<file path="src/rtl/wb_buffer_if.sv">
// Writeback buffer bus: ALU result push side, register-file/scoreboard retire side and forwarding lookup.
// Field widths come from REG_WID, SB_SIZE_WID and VLEN; the defaults below apply when the build does not set them.
`ifndef REG_WID
`define REG_WID 5
`endif
`ifndef SB_SIZE_WID
`define SB_SIZE_WID 3
`endif
`ifndef VLEN
`define VLEN 32
`endif

interface wb_buffer_if #(
  parameter int DEPTH = 4
);
  localparam int CW = $clog2(DEPTH) + 1;

  // Handshake: a head entry retires on a rising edge where out_valid and out_ready are both high.
  // The push side has no ready; the issue stage must hold off while full is high, else the push is dropped.
  logic                    in_valid;
  logic [`SB_SIZE_WID-1:0] in_pos;
  logic [`REG_WID-1:0]     in_rd;
  logic [`VLEN-1:0]        in_value;
  logic                    full;
  logic [CW-1:0]           count;
  logic                    out_valid;
  logic                    out_ready;
  logic                    rf_we;
  logic [`REG_WID-1:0]     rf_rd;
  logic [`VLEN-1:0]        rf_value;
  logic [`SB_SIZE_WID-1:0] sb_pos;
  logic                    overflow_err;
  logic [`REG_WID-1:0]     fwd_rd;
  logic                    fwd_hit;
  logic [`VLEN-1:0]        fwd_value;

  modport master (
    output in_valid, in_pos, in_rd, in_value, out_ready, fwd_rd,
    input  full, count, out_valid, rf_we, rf_rd, rf_value, sb_pos, overflow_err, fwd_hit, fwd_value
  );

  modport slave (
    input  in_valid, in_pos, in_rd, in_value, out_ready, fwd_rd,
    output full, count, out_valid, rf_we, rf_rd, rf_value, sb_pos, overflow_err, fwd_hit, fwd_value
  );
endinterface

</file>
<file path="src/rtl/wb_buffer.sv">
// Writeback buffer: circular FIFO of ALU results draining in push order to the register file and scoreboard.
// Optional macro WB_FWD_EN adds a combinational youngest-match forwarding lookup over occupied entries.
module wb_buffer #(
  parameter int DEPTH = 4
) (
  input  logic       clk,
  input  logic       rst_n,
  wb_buffer_if.slave bus
);
  localparam int AW = $clog2(DEPTH);
  localparam int CW = AW + 1;

  if (DEPTH < 2 || (DEPTH & (DEPTH - 1)) != 0) begin : g_depth_check
    $error("wb_buffer: DEPTH must be a power of two and at least 2");
  end

  logic [`REG_WID-1:0]     rd_mem  [DEPTH];
  logic [`VLEN-1:0]        val_mem [DEPTH];
  logic [`SB_SIZE_WID-1:0] pos_mem [DEPTH];

  logic [AW-1:0] head;
  logic [AW-1:0] tail;
  logic [CW-1:0] count;
  logic          ovf;

  logic is_empty;
  logic is_full;
  logic pop;
  logic push;
  logic drop;

  assign is_empty = (count == '0);
  assign is_full  = (count == CW'(DEPTH));
  assign pop      = !is_empty && bus.out_ready;
  // A pop in the same edge frees a slot, so a full buffer still accepts.
  assign push     = bus.in_valid && (!is_full || pop);
  assign drop     = bus.in_valid && is_full && !pop;

  always_ff @(posedge clk or negedge rst_n) begin
    if (!rst_n) begin
      head  <= '0;
      tail  <= '0;
      count <= '0;
      ovf   <= 1'b0;
    end else begin
      if (push) tail <= tail + 1'b1;
      if (pop)  head <= head + 1'b1;
      if (push && !pop)      count <= count + 1'b1;
      else if (pop && !push) count <= count - 1'b1;
      if (drop) ovf <= 1'b1;
    end
  end

  // Storage is not reset; occupancy is tracked solely by head/count.
  always_ff @(posedge clk) begin
    if (push) begin
      rd_mem[tail]  <= bus.in_rd;
      val_mem[tail] <= bus.in_value;
      pos_mem[tail] <= bus.in_pos;
    end
  end

  always_comb begin
    bus.out_valid = !is_empty;
    bus.rf_we     = 1'b0;
    bus.rf_rd     = '0;
    bus.rf_value  = '0;
    bus.sb_pos    = '0;
    if (!is_empty) begin
      bus.rf_we    = (rd_mem[head] != '0);
      bus.rf_rd    = rd_mem[head];
      bus.rf_value = val_mem[head];
      bus.sb_pos   = pos_mem[head];
    end
  end

  assign bus.full         = is_full;
  assign bus.count        = count;
  assign bus.overflow_err = ovf;

`ifdef WB_FWD_EN
  logic [AW-1:0] slot;

  // Scan oldest to youngest so the last match wins; the entry being pushed is not yet counted.
  always_comb begin
    bus.fwd_hit   = 1'b0;
    bus.fwd_value = '0;
    slot          = head;
    for (int i = 0; i < DEPTH; i++) begin
      slot = head + AW'(i);
      if ((CW'(i) < count) && (bus.fwd_rd != '0) && (rd_mem[slot] == bus.fwd_rd)) begin
        bus.fwd_hit   = 1'b1;
        bus.fwd_value = val_mem[slot];
      end
    end
  end
`else
  logic unused_fwd_rd;
  assign unused_fwd_rd = ^bus.fwd_rd;
  assign bus.fwd_hit   = 1'b0;
  assign bus.fwd_value = '0;
`endif
endmodule
</file>
<file path="src/flat_wrapper.sv">
// flat-port wrapper written by rule: the top's interface ports become plain ports
module wb_buffer_flat 
#(
  parameter int DEPTH = 4
)
  (clk, rst_n, bus_in_valid, bus_in_pos, bus_in_rd, bus_in_value, bus_out_ready, bus_fwd_rd, bus_full, bus_count, bus_out_valid, bus_rf_we, bus_rf_rd, bus_rf_value, bus_sb_pos, bus_overflow_err, bus_fwd_hit, bus_fwd_value);
  wb_buffer_if #(.DEPTH(DEPTH)) bus_i ();
  input  logic clk;
  input  logic rst_n;
  input wire logic [$bits(bus_i.in_valid)-1:0] bus_in_valid;
  input wire logic [$bits(bus_i.in_pos)-1:0] bus_in_pos;
  input wire logic [$bits(bus_i.in_rd)-1:0] bus_in_rd;
  input wire logic [$bits(bus_i.in_value)-1:0] bus_in_value;
  input wire logic [$bits(bus_i.out_ready)-1:0] bus_out_ready;
  input wire logic [$bits(bus_i.fwd_rd)-1:0] bus_fwd_rd;
  output wire logic [$bits(bus_i.full)-1:0] bus_full;
  output wire logic [$bits(bus_i.count)-1:0] bus_count;
  output wire logic [$bits(bus_i.out_valid)-1:0] bus_out_valid;
  output wire logic [$bits(bus_i.rf_we)-1:0] bus_rf_we;
  output wire logic [$bits(bus_i.rf_rd)-1:0] bus_rf_rd;
  output wire logic [$bits(bus_i.rf_value)-1:0] bus_rf_value;
  output wire logic [$bits(bus_i.sb_pos)-1:0] bus_sb_pos;
  output wire logic [$bits(bus_i.overflow_err)-1:0] bus_overflow_err;
  output wire logic [$bits(bus_i.fwd_hit)-1:0] bus_fwd_hit;
  output wire logic [$bits(bus_i.fwd_value)-1:0] bus_fwd_value;
  assign bus_i.in_valid = bus_in_valid;
  assign bus_i.in_pos = bus_in_pos;
  assign bus_i.in_rd = bus_in_rd;
  assign bus_i.in_value = bus_in_value;
  assign bus_i.out_ready = bus_out_ready;
  assign bus_i.fwd_rd = bus_fwd_rd;
  assign bus_full = bus_i.full;
  assign bus_count = bus_i.count;
  assign bus_out_valid = bus_i.out_valid;
  assign bus_rf_we = bus_i.rf_we;
  assign bus_rf_rd = bus_i.rf_rd;
  assign bus_rf_value = bus_i.rf_value;
  assign bus_sb_pos = bus_i.sb_pos;
  assign bus_overflow_err = bus_i.overflow_err;
  assign bus_fwd_hit = bus_i.fwd_hit;
  assign bus_fwd_value = bus_i.fwd_value;
  wb_buffer #(.DEPTH(DEPTH)) u_core (.clk(clk), .rst_n(rst_n), .bus(bus_i));
endmodule
</file>
<file path="config.mk">
export PLATFORM = sky130hd
export DESIGN_NAME = wb_buffer_flat
export DESIGN_NICKNAME = d
export VERILOG_FILES = /design/src/rtl/wb_buffer_if.sv /design/src/rtl/wb_buffer.sv /design/src/flat_wrapper.sv
export SDC_FILE = /design/constraint.sdc
export NUM_CORES = 1
export LEC_CHECK = 0
export CORE_ASPECT_RATIO = 0.6
export CORE_MARGIN = 2
export CORE_UTILIZATION = 40
export DETAILED_ROUTE_END_ITERATION = 6
export SLEW_MARGIN = 5
export SYNTH_ARGS = -nofsm -noshare
export SYNTH_HDL_FRONTEND = slang
export SYNTH_SLANG_ARGS = --single-unit
</file>
<file path="constraint.sdc">
create_clock -name clk -period 3.2 [get_ports clk]
set_input_delay 0.32 -clock clk [delete_from_list [all_inputs] [get_ports clk]]
set_output_delay 0.32 -clock clk [all_outputs]
set_load 0.005 [all_outputs]
</file>
## Word level (Yosys, flattened, before mapping)

Memories as Yosys holds them, arrays and structs flattened.
Index checks and enable logic that the tools add are counted.

- Add/sub/neg operators: 4
- Equal/unequal tests: 1
- Mux-type cells: 8
- Reductions and logical operators: 14

Operators by type and width:

| kind | count |
|---|---|
| $mux 32 | 1 |
| $mux 3 | 3 |
| $logic_and 1x1->1 | 6 |
| $mux 5 | 1 |
| $reduce_bool 5->1 | 1 |
| $add 2x1->2 const B | 2 |
| $logic_not 1->1 | 4 |
| $add 3x1->3 const B | 1 |
| $eq 3x3->1 const B | 1 |
| $logic_not 3->1 | 1 |
| $mux 1 | 3 |
| $sub 3x1->3 const B | 1 |
| $reduce_bool 2->1 | 1 |
| $logic_or 1x1->1 | 1 |

- Flip-flop bits (word level): 8
- Memory bits (writable): 160
- Input port bits: 49
- Output and inout bits: 80
- Word-level logic and storage cells: 34
- Memories: 3

Memories:

| name | depth | bits a word | read ports | clocked after memory_dff | wr ports | line | RTL |
|---|---|---|---|---|---|---|---|
| u_core.val_mem | 4 | 32 | 1 | 0 | 1 | wb_buffer.sv:18 | `` logic [`VLEN-1:0] val_mem [DEPTH]; `` |
| u_core.rd_mem | 4 | 5 | 1 | 0 | 1 | wb_buffer.sv:17 | `` logic [`REG_WID-1:0] rd_mem [DEPTH]; `` |
| u_core.pos_mem | 4 | 3 | 1 | 0 | 1 | wb_buffer.sv:19 | `` logic [`SB_SIZE_WID-1:0] pos_mem [DEPTH]; `` |

## Logic depth before layout (Yosys ltp)

- Depth after elaboration: 9
- Mapped depth: 9
- Gate-level depth less buffers: 8

## Worst setup path before layout

No wires, ideal clock.

- Path kind: register to register
- Start point: register u_core.count[2], in the netlist u_core.bus.count[2]
- End point: memory u_core.pos_mem[0][0] in the netlist's numbering (enable)
- Library setup time: 0.401 ns
- Arrival: 1.900 ns
- Data required time: 2.799 ns
- Setup slack: 0.898 ns
- Cell stages (with the launch flop): 5
- Buffers on the path: 1
- Period minus slack after synthesis: 2.302 ns
- Cells stage by stage: dfrtp_1 -> nor4b_1 -> nor2b_1 -> clkbuf_1 -> and2_1

- Word-level cells in the longest chain between the ends: 7
- Elaborated cells between the ends (all ways): 9
- Those cells by class: 1 x eq/ne; 2 x mux; 6 x reduce/logical

RTL lines:

| element | line | RTL |
|---|---|---|
| from (decl) | wb_buffer.sv:23 | `logic [CW-1:0] count;` |
| from (signal assigned) | wb_buffer.sv:48 | `if (push && !pop) count <= count + 1'b1;` |
| from (signal assigned) | wb_buffer.sv:49 | `else if (pop && !push) count <= count - 1'b1;` |
| $logic_not 3->1 | wb_buffer.sv:32 | `assign is_empty = (count == '0);` |
| $logic_not 1->1 | wb_buffer.sv:34 | `assign pop = !is_empty && bus.out_ready;` |
| $logic_and 1x1->1 | wb_buffer.sv:34 |  |
| $logic_or 1x1->1 (*) | wb_buffer.sv:36 | `assign push = bus.in_valid && (!is_full \|\| pop);` |
| $logic_and 1x1->1 (*) | wb_buffer.sv:36 |  |
| named net u_core.push | wb_buffer.sv:29 | `logic push;` |
| $mux 1 (*) | wb_buffer.sv:56 | `if (push) begin` |
| $mux 1 (implied by the code) (*) | wb_buffer.sv:59 | `pos_mem[tail] <= bus.in_pos;` |
| to (decl) | wb_buffer.sv:19 |  |

The timed path passes the listed nets; every way through them passes the cells marked *.

## Worst setup path in the final report

- Start point: register u_core.head[0]
- End point: output bus_rf_we

- Word-level cells in the longest chain between the ends: 3

RTL lines:

| element | line | RTL |
|---|---|---|
| from (decl) | wb_buffer.sv:21 | `logic [AW-1:0] head;` |
| from (signal assigned) | wb_buffer.sv:47 | `if (pop) head <= head + 1'b1;` |
| $mem_v2 4x5 | -- |  |
| $reduce_bool 5->1 | wb_buffer.sv:70 | `bus.rf_we = (rd_mem[head] != '0);` |
| $mux 1 | wb_buffer.sv:69 | `if (!is_empty) begin` |
| to (decl) | flat_wrapper.sv:19 | `output wire logic [$bits(bus_i.rf_we)-1:0] bus_rf_we;` |

No other way between the ends.

==> out/qor.csv <==
stage,metric,value,unit
run_status,status,"finished, final reports clean",
critical_path,crit end category,output port,
die,Die Footprint,17950,µm²
final_layout,Layout fillers,1327,
synth,"EDFF count, synth",160,
final_layout,register area,5010,µm²
cts,number of H-tree levels,4,
synth,Netlist cell types,27,
route,DR top layer,met4,
grt,vias in the first global route,3358,
final_layout,Final Util,51.72,%
grt,initial antenna violation count,0,
cts,CTS tree,done,
cts,later-pin clock latency in the skew report,420,ps
sta,Max Freq,331.4,MHz
synth,"Seq/Total Area, Yosys",74.23,%
route,WL met1,5605,µm
sta,worst-margin pin slew,498.2,ps
sta,final hold violation count,0,
sta,fin worst setup slack,182.9,ps
cts,CTS hold repair buffers,0,
die,Starting Density,41.24,%
route,routed length on met3,903,µm
final_layout,Area Growth Syn to Fin,25.42,%
place,RePlAce Congestion,0.7057,
min_path,worst hold-check path type,input pin to async pin,
synth,fraction of registers with async set/reset,4.762,%
route,DRT Pass-1 Iters,4,
grt,grt ovf,0,
route,met2 wire len,5902,µm
final_layout,Antenna diodes,0,
sta,RSZ-0062 raised after global routing,no,
synth,"Cell Area, Synth",6743,µm²
critical_path,Critical Path Fanout Max,8,
route,final WL,12490,µm
route,DR iter-0 viols,225,
critical_path,Worst Path Buf+Inv,1,
critical_path,"Req. time, crit path",2880,ps
grt,first-pass GRT wire length,18950,µm
synth,register bit count reported by yosys,168,
cts,post-CTS setup buffer count,2,
sta,Final Setup Violations,0,
route,DR WL/cell,18.42,µm
sta,fin crit share,94.28,%
final_layout,fraction of layout cells with a size suffix above 1,20.67,%
sta,Period minus WS final,3017,ps
die,core area,16350,µm²
die,die width,171.6,µm
critical_path,Crit Path Class,flop to output port,
pwr,leakage,0.002855,µW
place,Port Buffers,90,
pwr,Pwr Density,936.4,nW/µm²
critical_path,"CP delay by family, top",simple AND/OR/NAND/NOR gates,
die,Die Y,104.6,µm
sta,clk_skew,11.26,ps
critical_path,delay of the slowest critical-path stage,600,ps
route,Via density,4.720,
route,DRT antenna net count,0,
critical_path,Slowest cell on crit path,or4_1,
critical_path,"Cell Chain, Critical Path",mux4_2 -> or4_1 -> o21a_1 -> clkdlybuf4s50_1,
cts,CTS Buffer Depth,2,
final_layout,number of nets in the layout,492,
cts,post-CTS sizing,0,
grt,pin count of the biggest net entering global routing,24,
sta,headroom to the max-slew limit,66.72,%
synth,Mapped Avg Cell Area,20.56,µm²
cts,# clock sinks,168,
run,max cap viols,0,
sta,Fin Setup TNS,0,ps
cts,CTS Buf Count,17,
critical_path,Crit path arrival time,2700,ps
critical_path,Critical Path Start Type,flop,
die,I/O pin cnt,129,
place,Placement Setup Slack,453.3,ps
cts,CTS Root Cell,clkbuf_16,
grt,Tot GR Track Use,14.68,%
sta,Hold Slack,177.2,ps
die,# rows,36,
pwr,peak supply drop,0.4108,mV
synth,Synthesis Warnings,0,
synth,Mapped Cells,328,
route,DRC,0,
synth,Synth Flop Type,edfxtp_1,
sta,Final Slew Violations,0,
final_layout,footprint of the multi-input gates,1526,µm²
cts,clock transition at the registers of the reported paths,70,ps
place,DP HPWL,7521,µm
route,vias,3200,
worst reg2reg max path, delay by kind of cell (launching register included):
kind,cells,cell delay [ps]
xor gates and xnor gates,2,300
adders and majority gates,2,570
buffers and inverters,2,300
DFF,1,450
and+or+nand+nor,3,650
layout by cell type (no fill, tap or decap), types with 2 or more instances in the layout:
| master | count |
|---|---|
| edfxtp_1 | 160 |
| clkdlybuf4s50_1 | 90 |
| mux4_2 | 40 |
| and2_1 | 40 |
| conb_1 | 33 |
| clkbuf_16 | 17 |
| buf_4 | 15 |
| dfrtp_1 | 6 |
| ha_1 | 5 |
| inv_6 | 5 |
| and2_2 | 4 |
| xnor2_1 | 4 |
| clkinv_4 | 4 |
| inv_1 | 3 |
| xor2_1 | 2 |
| bufinv_16 | 2 |
metal layers:
metal / vias to the layer above / track usage (%)
met2: 99 / 22.63
met5: - / 0
li1: 1435 / -
met1: 1658 / 19.35
met3: 8 / 6.061
met4: 0 / 3.814
sequential cells by signal (all words and copies together), names as in the netlist:
register and count:
u_core.val_mem 128, u_core.head 2, u_core.bus.count 3, u_core.tail 2, u_core.pos_mem 12, u_core.rd_mem 20
u_core.bus.overflow_err 1
metrics by stage:
| stage | total power (µW) | cell area, µm² | instances |
|---|---|---|---|
| 2_1_floorplan | 4585 | 6863 | 360 |
| 3_3_place_gp | 5913 | 7851 | 644 |
| 3_5_place_dp | 5958 | 7851 | 644 |
| 4_1_cts | 8041 | 8457 | 678 |
| 5_1_grt | 8341 | 8457 | 678 |
| 6_report | 7919 | 8457 | 678 |
Yosys cell counts, drive strengths merged (2+ instances only):
master	number	area share (%)
xnor2	4	0.52
clkbuf	6	0.33
and2	44	4.1
xor2	2	0.26
buf	42	4.5
ha	5	0.93
edfxtp	160	71
mux4	40	13
inv	3	0.17
dfrtp	8	3.0
mux2	2	0.33
final timing paths:
| path | end | from | depth (start not counted) | slack, ps |
|---|---|---|---|---|
| worst max-delay path | bus_rf_we | u_core.head[0] | 4 | 180 |
| worst min-delay path | u_core.bus.count[2] | rst_n | 1 | 180 |
| worst max register to register | u_core.bus.count[2] | u_core.bus.count[1] | 9 | 870 |
| worst min register to register | u_core.bus.overflow_err | u_core.bus.overflow_err | 1 | 490 |
| max in group asynchronous | u_core.head[0] | rst_n | 1 | 2720 |
| min in group clk | u_core.bus.overflow_err | u_core.bus.overflow_err | 1 | 490 |
cell families after synthesis:
kind of cell | after synthesis | synth area share (%)
xor+xnor | 6 | 0.7794
flops | 168 | 74.23
simple gates | 52 | 4.806
fa+ha+maj | 6 | 1.225
mux | 42 | 13.69
compound gates | 2 | 0.2228
buf+inv | 51 | 4.991
other cells | 1 | 0.05562
final cells by class:
| type | count | share of cell area [%] |
|---|---|---|
| inverter | 3 | 0.1332 |
| multi-input combinational | 141 | 18.05 |
| clock buffer | 18 | 5.075 |
| tap | 228 | 3.373 |
| clock inverter | 14 | 1.909 |
| timing repair buffer | 106 | 12.22 |
| sequential | 168 | 59.24 |
power by group:
group | internal [µW] | switching, µW
combinational | 1660 | 1120
clock | 1170 | 874
sequential | 2910 | 186
total | 5730 | 2180
No activity file was read; power rests on OpenSTA's default activity.
